File: src/rtl/muldiv_ctrl.sv
`default_nettype none
// +----------------------------------------------------------------------------+
// | muldiv_ctrl : sequencer for shift-add multiply / restoring divide datapath |
// | Rev 1.0                                                                    |
// +----------------------------------------------------------------------------+
module muldiv_ctrl #(
  parameter int N_BITS = 4
) (
  input  logic clk,
  input  logic rst,
  input  logic start,
  input  logic op,
  input  logic c,
  input  logic sub_ok,
  input  logic div_zero,
  output logic ld_multiplier,
  output logic ld_dividend,
  output logic ad,
  output logic su,
  output logic sh,
  output logic busy,
  output logic done,
  output logic err
);

  localparam int CNT_W = $clog2(N_BITS + 2);
  localparam logic [CNT_W-1:0] MUL_LAST = CNT_W'(N_BITS - 1);
  localparam logic [CNT_W-1:0] DIV_LAST = CNT_W'(N_BITS);

  typedef enum logic [3:0] {
    IDLE      = 4'd0,
    LOAD      = 4'd1,
    MUL_TEST  = 4'd2,
    MUL_ADD   = 4'd3,
    MUL_SHIFT = 4'd4,
    DIV_TEST  = 4'd5,
    DIV_SUB   = 4'd6,
    DIV_SHIFT = 4'd7,
    DONE      = 4'd8
  } state_t;

  state_t           state, state_nxt;
  logic [CNT_W-1:0] cnt, cnt_nxt;
  logic             op_q, op_q_nxt;
  logic             err_nxt;

  always_ff @(posedge clk or posedge rst) begin
    if (rst) begin
      state <= IDLE;
      cnt   <= '0;
      op_q  <= 1'b0;
      err   <= 1'b0;
    end else begin
      state <= state_nxt;
      cnt   <= cnt_nxt;
      op_q  <= op_q_nxt;
      err   <= err_nxt;
    end
  end

  always_comb begin
    state_nxt = state;
    cnt_nxt   = cnt;
    op_q_nxt  = op_q;
    err_nxt   = err;
    case (state)
      IDLE: begin
        if (start) begin
          op_q_nxt = op;
          // Divide by zero skips the datapath entirely and reports through err.
          if (op && div_zero) begin
            err_nxt   = 1'b1;
            state_nxt = DONE;
          end else begin
            err_nxt   = 1'b0;
            state_nxt = LOAD;
          end
        end
      end
      LOAD: begin
        cnt_nxt   = '0;
        state_nxt = op_q ? DIV_TEST : MUL_TEST;
      end
      MUL_TEST:  state_nxt = c ? MUL_ADD : MUL_SHIFT;
      MUL_ADD:   state_nxt = MUL_SHIFT;
      MUL_SHIFT: begin
        cnt_nxt   = cnt + 1'b1;
        state_nxt = (cnt == MUL_LAST) ? DONE : MUL_TEST;
      end
      DIV_TEST:  state_nxt = sub_ok ? DIV_SUB : DIV_SHIFT;
      DIV_SUB:   state_nxt = DIV_SHIFT;
      DIV_SHIFT: begin
        cnt_nxt   = cnt + 1'b1;
        state_nxt = (cnt == DIV_LAST) ? DONE : DIV_TEST;
      end
      DONE:      state_nxt = IDLE;
      default:   state_nxt = IDLE;
    endcase
  end

  always_comb begin
    ld_multiplier = (state == LOAD) && !op_q;
    ld_dividend   = (state == LOAD) && op_q;
    ad            = (state == MUL_ADD);
    su            = (state == DIV_SUB);
    sh            = (state == MUL_SHIFT) || (state == DIV_SHIFT);
    busy          = (state != IDLE);
    done          = (state == DONE);
  end

`ifndef SYNTHESIS
  a_c_known: assert property (@(posedge clk) disable iff (rst)
    (state == MUL_TEST) |-> !$isunknown(c));
  a_sub_ok_known: assert property (@(posedge clk) disable iff (rst)
    (state == DIV_TEST) |-> !$isunknown(sub_ok));
`endif

endmodule
`default_nettype wire

File: config.mk
export PLATFORM = sky130hd
export DESIGN_NAME = muldiv_ctrl
export DESIGN_NICKNAME = d
export VERILOG_FILES = /design/src/rtl/muldiv_ctrl.sv
export SDC_FILE = /design/constraint.sdc
export NUM_CORES = 1
export LEC_CHECK = 0
export ABC_AREA = 1
export BUFFER_PORTS_ARGS = -buffer_cell sky130_fd_sc_hd__buf_2
export CAP_MARGIN = 5
export CORE_AREA = 3 3 40 42
export DETAILED_ROUTE_END_ITERATION = 16
export DIE_AREA = 0 0 43 45
export GPL_ROUTABILITY_DRIVEN = 0
export PLACE_DENSITY = 0.72
export SKIP_LAST_GASP = 1
export SYNTH_ARGS = -nofsm -noshare
export SYNTH_HDL_FRONTEND = slang
export SYNTH_SLANG_ARGS = --single-unit
File: constraint.sdc
create_clock -name clk -period 1.3 [get_ports clk]
set_input_delay 0.195 -clock clk [delete_from_list [all_inputs] [get_ports clk]]
set_output_delay 0.195 -clock clk [all_outputs]
set_load 0.005 [all_outputs]
* Word level (Yosys, flattened, before mapping)
Index checks and enable logic that the tools add are counted.
** Operators by class
- Equality and inequality tests :: 11
- Mux-type cells :: 10
- Divide/modulo/power cells :: 0
- Magnitude comparators :: 0
- Shifts and indexed selects :: 0
- Bitwise logic cells :: 0
- $add $sub $neg :: 1
- $mul :: 0
- Reductions and logical operators :: 10
** Operators by type and width (number)
- 4-bit case mux with 8 select lines :: 1
- 4-bit by 3-bit == test with 1-bit output (second input constant) :: 4
- 4-bit 2-to-1 mux :: 4
- 4-bit by 2-bit == test with 1-bit output (second input constant) :: 2
- 3-bit 2-to-1 mux :: 2
- 3-bit case mux with 2 select lines :: 1
- 4-bit by 1-bit == test with 1-bit output (second input constant) :: 1
- 4-bit == test (second input constant) :: 1
- 4-bit zero test :: 1
- 4-bit nonzero test :: 1
- 3-bit by 1-bit adder with 3-bit output (second input constant) :: 1
- 3-bit by 2-bit == test with 1-bit output (second input constant) :: 1
- 3-bit == test (second input constant) :: 1
- 1-bit logical AND :: 3
- 1-bit 2-to-1 mux :: 2
- 2-bit inequality test (second input constant) :: 1
- 2-bit AND reduction :: 1
- 2-bit nonzero test :: 1
- 2-bit OR reduction :: 1
- 1-bit zero test :: 1
- 1-bit logical OR :: 1
** Word-level totals
- Input port bits :: 7
- Bits in registers :: 9
- Latch bits :: 0
- Memory bits (writable) :: 0
- Bits in read-only memories :: 0
- Memories kept :: 0

* Longest topological paths before layout
Gate-level depths: netlist (run 1).
- Depth in word-level cells :: 4
- Depth in mapped cells :: 7

* Worst setup path before layout (run 1)
OpenSTA, ideal clock, no wires.
- Path kind :: register to register
- Start :: register state[3]
- End :: register state[3]
- Arrival time :: 0.957 ns
- Required time :: 1.187 ns
- Cell stages (with the launch flop) :: 7
- Library setup time :: 0.113 ns
- Buffers on the path :: 0
- Path slack :: 0.230 ns
- Clock period less this slack :: 1.070 ns
- Path through :: dfrtp_1 > nor2_4 > nand2_1 > nor2_1 > inv_1 > nand2_1 > inv_1
** On the way
- Cells in the longest elaborated chain, start to end :: 2
** Ends and longest elaborated chain
- start: declaration :: line 42 : state_t state, state_nxt;
- start signal: assignment :: line 54 : state <= state_nxt;
- 4-bit by 3-bit == test with 1-bit output (tied with other cells) :: line 66 : case (state)
- 4-bit case mux with 8 select lines / 2-bit inequality test (equally long branches)
Parallel ways exist; a longest one is shown, timed or not.
A chain may end at the register's enable or synchronous reset.

* Worst setup path after layout (run 1)
- Start :: register state[0]
- End :: output port done
** On the way
- Cells in the longest elaborated chain, start to end :: 1
** Ends and longest elaborated chain
- 4-bit == test :: line 108 : done = (state == DONE);
- end: declaration :: line 22 : output logic done,
No other way between the ends.

==> impl_metrics.json, run 1 <==
{
  "synthTopCellsByArea": "dfrtp_1 39%, nand3_1 9.5%, inv_1 9.1%",
  "p_switching_mw": 0.909,
  "vdd.ir_drop.worst_mv": 1.07,
  "die_area_um2": 1940,
  "ys_warn_count": 0,
  "drc": 0,
  "switching_share_pct": 46.0,
  "place_ws_ns": 0.126,
  "clk_latency_ns": 0.26,
  "seq_area_frac_synth_pct": 39.0,
  "utilization_pct": 62.9,
  "async_flop_share_pct": 100,
  "synth_top_area_share_pct": 39.0,
  "final-hold-violation-count": 0,
  "coreArea_um2": 1280,
  "worst_pin_slew_ns": 0.350,
  "start_util_pct": 45.0,
  "die_width_um": 43,
  "clk_pin_slew_worst_paths_ns": 0.06,
  "final_cell_count_no_fill": 120,
  "power.share.clock_pct": 11.1,
  "worstPathRequired_ns": 1.11,
  "globalRouteOverflowTotal": 0,
  "rsz0062_at_grt": "yes",
  "cp_max_fo": 5,
  "power_density_nw_per_um2": 2440,
  "grtUsageTotal_pct": 17.7,
  "syn_inst": 76,
  "place.detailed.hpwl_um": 928,
  "detail_route.iter0.violations": 16,
  "ant_nets": 0,
  "port_buffers": 14,
  "yosysTopAreaCell": "dfrtp_1",
  "grt_pass1_vias": 625,
  "syn_avg_cell_area_um2": 7.61,
  "fp.dieH_um": 45,
  "seqPwrFrac_pct": 28.2,
  "synth_commonest_cells": "14 x inv_1, 14 x nand2_1, 11 x nand3_1",
  "finalSetupViolations": 7,
  "clkSinkCount": 9,
  "use_met2_pct": 31.1,
  "critPathCaptureType": "output port",
  "vias": 629,
  "top_usage_layer": "met2",
  "maxSlewViolCount": 0,
  "finalSetupTns_ns": -0.493,
  "cts_root_buf": "clkbuf_4",
  "violations": "negative setup slack",
  "ys.flop_type": "dfrtp_1",
  "critPathKind": "flop to output port",
  "syn_nets": 86,
  "synth_seq_cells": 9,
  "wl_per_cell_um": 13.0,
  "fmax_mhz": 713,
  "synth_edf_count": 0,
  "ios": 15,
  "start_kind": "flop",
  "wirelength_mm": 1.57,
  "hold_path_class": "input pin to flop",
  "via_per_inst": 5.24,
  "rows": 13,
  "clock_path_buffers": 2,
  "synthDistinctLibCells": 16,
  "p_comb_share_pct": 60.8,
  "grt_max_degree": 10,
  "final_layout_size_suffix_gt1_share_pct": 41.9,
  "skew_ns": 0.00677,
  "p_int_mw": 1.07,
  "status": "finished, violations left",
  "grt_pass1_wl_mm": 2.44,
  "finalWorstSetupSlack_ns": -0.103,
  "dp.cells": 105,
  "syn_to_final_growth_pct": 39.8,
  "globalRouteMet3Util_pct": 4.78,
  "grt_antenna_before_repair": 0,
  "drt-pass1-iter-count": 4,
  "htreeDepth": 1,
  "cts_tree": "yes",
  "met1_usage_pct": 18.6,
  "arrival_ns": 1.21,
  "p_leak_nw": 0.448,
  "nets": 116,
  "period_share_pct": 108,
  "finalPower_mw": 1.98,
  "mappedNetlistArea_um2": 578,
  "cts_made_buffers": 3,
  "cap_viol_max_count": 0,
  "slew_headroom_pct": 76.6,
  "layout_min_cycle_time_ns": 1.40,
  "insertedDiodeCount": 0
}
[cell families (layout without fill, tap and decap cells)]
logic type / Yosys count / in the layout / synth area share [%]
and+or+nand+nor: 41 / 41 / 37.2
DFF: 9 / 9 / 39.0
adders and majority gates: 3 / 3 / 6.49
AOI/OAI and AO/OA: 7 / 7 / 6.93
buffers and inverters: 16 / 45 / 10.4
[cell type report]
cell class / count / area [um2]
fillers: 118 / 477
clock buffers: 4 / 26.3
repair buffers: 25 / 159
well taps: 15 / 18.8
inverters: 16 / 60.1
flip-flops and latches: 9 / 229
multi-input cells: 51 / 315
[power groups by stage]
stage / combinational, mW / clock (mW) / sequential [mW]
5_1_grt: 1.32 / 0.245 / 0.573
4_1_cts: 1.04 / 0.220 / 0.549
2_1_floorplan: 0.641 / 0 / 0.521
6_report: 1.20 / 0.218 / 0.556
3_3_place_gp: 0.850 / 0 / 0.530
3_5_place_dp: 0.861 / 0 / 0.535
[per-stage QoR]
stage / hold slack (ns) / area, um2
floorplan: 0.0229 / 578
global placement: 0.175 / 667
detailed placement: 0.177 / 667
CTS: 0.224 / 763
global route: 0.220 / 808
finish: 0.224 / 808
[worst max-delay path: stages (launching register included)]
cell	delay, ns
dfrtp_2	0.45
nor2_4	0.21
nand2_1	0.08
nor2_1	0.09
buf_2	0.12
[repair_timing]
item	in CTS	in global routing
setup endpoints to repair	7	14
hold endpoints to repair	9	0
gates resized for setup	6	8
pin swaps	5	9
hold buffers	1	0
setup buffers	7	3
[layout by cell type, fill, tap and decap left out, drive strengths merged]
| cell | n |
|---|---|
| buf | 24 |
| o21ai | 4 |
| nor2 | 10 |
| nand3b | 3 |
| ha | 3 |
| nand3 | 12 |
| dfrtp | 9 |
| o22ai | 1 |
| inv | 16 |
| clkbuf | 4 |
| a21oi | 2 |
| nand4 | 2 |
| dlygate4sd3 | 1 |
| nand2 | 14 |
[sequential cells by signal, summed over array words and instances, names as in the netlist]
register,count
err,1
state,4
cnt,3
op_q,1
[worst paths after layout]
check                      startpoint  endpoint  slack (ns)  cells after the start
max in group asynchronous         rst  state[3]        0.57                      3
min                             start  state[0]        0.22                      3
max reg2reg                  state[1]  state[2]        0.02                      8
min in group asynchronous         rst    cnt[1]        0.45                      3
max                          state[0]      done       -0.10                      4
min reg2reg                       err       err        0.51                      2
[metal layers]
layer	vias up	part of all wire, %
met5	-	0
met4	0	2.8
met3	6	5.5
met2	26	52
met1	294	40
li1	303	-
(Power assumes the default switching activity.)
==> inputs of run 2 (changes only) <==
SKIP_CTS_REPAIR_TIMING = 1   (was unset)
==> impl_metrics.json, run 2 (synthesis results as in run 1) <==
{
  "status": "finished, violations left",
  "violations": "negative setup slack",
  "worstPathRequired_ns": 1.11,
  "nets": 117,
  "grt_pass1_wl_mm": 2.04,
  "whs_ns": 0.234,
  "finalPower_mw": 2.02,
  "dp.cells": 105,
  "largest_reg_flops": 4,
  "die_width_um": 43,
  "wl_per_cell_um": 13.0,
  "finalWorstSetupSlack_ns": -0.137,
  "place.detailed.hpwl_um": 928,
  "detail_route.iter0.violations": 25,
  "p_leak_nw": 0.452,
  "crit_path_cell_trace": "nand2_2, inv_2, o21ai_4, inv_2, buf_2",
  "fp.dieH_um": 45,
  "place_ws_ns": 0.126,
  "skew_ns": 0.00768,
  "syn_to_final_growth_pct": 40.0,
  "die_area_um2": 1940,
  "slew_headroom_pct": 76.8,
  "cts_root_buf": "clkbuf_4",
  "coreArea_um2": 1280,
  "cts_tree": "yes",
  "grtUsageTotal_pct": 14.8,
  "drc": 0,
  "critPathKind": "flop to output port",
  "rsz0062_at_grt": "yes",
  "vdd.ir_drop.worst_mv": 1.08,
  "cts_made_buffers": 3,
  "maxSlewViolCount": 0,
  "regMostFlops": "state",
  "power_density_nw_per_um2": 2500,
  "worst_pin_slew_ns": 0.348,
  "final_cell_mix": "14 x buf_2, 11 x nand3_1, 10 x nand2_1, 10 x inv_1, 10 x buf_4",
  "port_buffers": 14,
  "wirelength_mm": 1.57,
  "clock_path_buffers": 2,
  "finalSetupViolations": 14,
  "grt_antenna_before_repair": 0,
  "layout_min_cycle_time_ns": 1.44,
  "drt-pass1-iter-count": 4,
  "start_kind": "flop",
  "ant_nets": 0,
  "grt_pass1_vias": 521,
  "globalRouteOverflowTotal": 0,
  "fmax_mhz": 696,
  "hold_path_class": "input pin to flop",
  "rows": 13,
  "final_layout_size_suffix_gt1_share_pct": 44.3,
  "start_util_pct": 45.0,
  "via_per_inst": 5.31,
  "htreeDepth": 1,
  "final_cell_count_no_fill": 121,
  "cp_max_fo": 4,
  "cp_slowest_cell": "dfrtp_2",
  "grt_max_degree": 11,
  "clkSinkCount": 9,
  "vias": 643,
  "cpMostUsedCell": "inv_2",
  "critPathCaptureType": "output port",
  "clk_latency_ns": 0.26,
  "finalSetupTns_ns": -1.05,
  "cap_viol_max_count": 0,
  "clk_pin_slew_worst_paths_ns": 0.06,
  "ios": 15,
  "slowest_delay_ns": 0.46,
  "final-hold-violation-count": 0,
  "insertedDiodeCount": 0,
  "arrival_ns": 1.24,
  "period_share_pct": 111,
  "layout_commonest_cell": "buf_2",
  "reg.largest.list": "state: 4 flops, cnt: 3 flops"
}
## run 2: path summary, 6_finish.rpt
path | slack (ns) | cells after the start | endpoint | from
max reg2reg | -0.11 | 8 | state[0] | state[3]
min | 0.23 | 3 | state[0] | start
min in group asynchronous | 0.45 | 3 | cnt[1] | rst
max in group asynchronous | 0.56 | 3 | state[3] | rst
max | -0.14 | 5 | sh | state[1]
min reg2reg | 0.51 | 2 | err | err
## run 2: per-layer routing
metal  GRT usage, %  routed length (um)  up-vias
met3           3.98                 120        4
li1               -                   -      306
met1           17.4                 578      297
met5              0                   0        -
met4           10.8                  27        0
met2           23.4                 841       36
## run 2: where the power goes
| group | leakage [nW] | internal, mW | switching (mW) | total [mW] |
|---|---|---|---|---|
| Clock | 0.0150 | 0.118 | 0.0939 | 0.212 |
| Combinational | 0.327 | 0.562 | 0.687 | 1.25 |
| Sequential | 0.109 | 0.417 | 0.142 | 0.559 |
| Total | 0.452 | 1.10 | 0.924 | 2.02 |
## run 2: final cells by class
| cell class | count | area (um2) |
|---|---|---|
| fillers | 115 | 475 |
| multi-input cells | 51 | 315 |
| flip-flops and latches | 9 | 229 |
| repair buffers | 26 | 160 |
| inverters | 16 | 60.1 |
| clock buffers | 4 | 26.3 |
| well taps | 15 | 18.8 |
## run 2: through the flow
step	utilization (%)	area [um2]
finish	63.0	810
global route	63.0	810
floorplan	-	578
CTS	53.9	693
global placement	51.9	667
detailed placement	51.9	667
## run 2: worst max-delay path, delay by kind of cell, from the launching register on
family / cells / cell delay [ns]
DFF: 1 / 0.46
buffers and inverters: 3 / 0.25
AOI/OAI and AO/OA: 1 / 0.18
and+or+nand+nor: 1 / 0.09
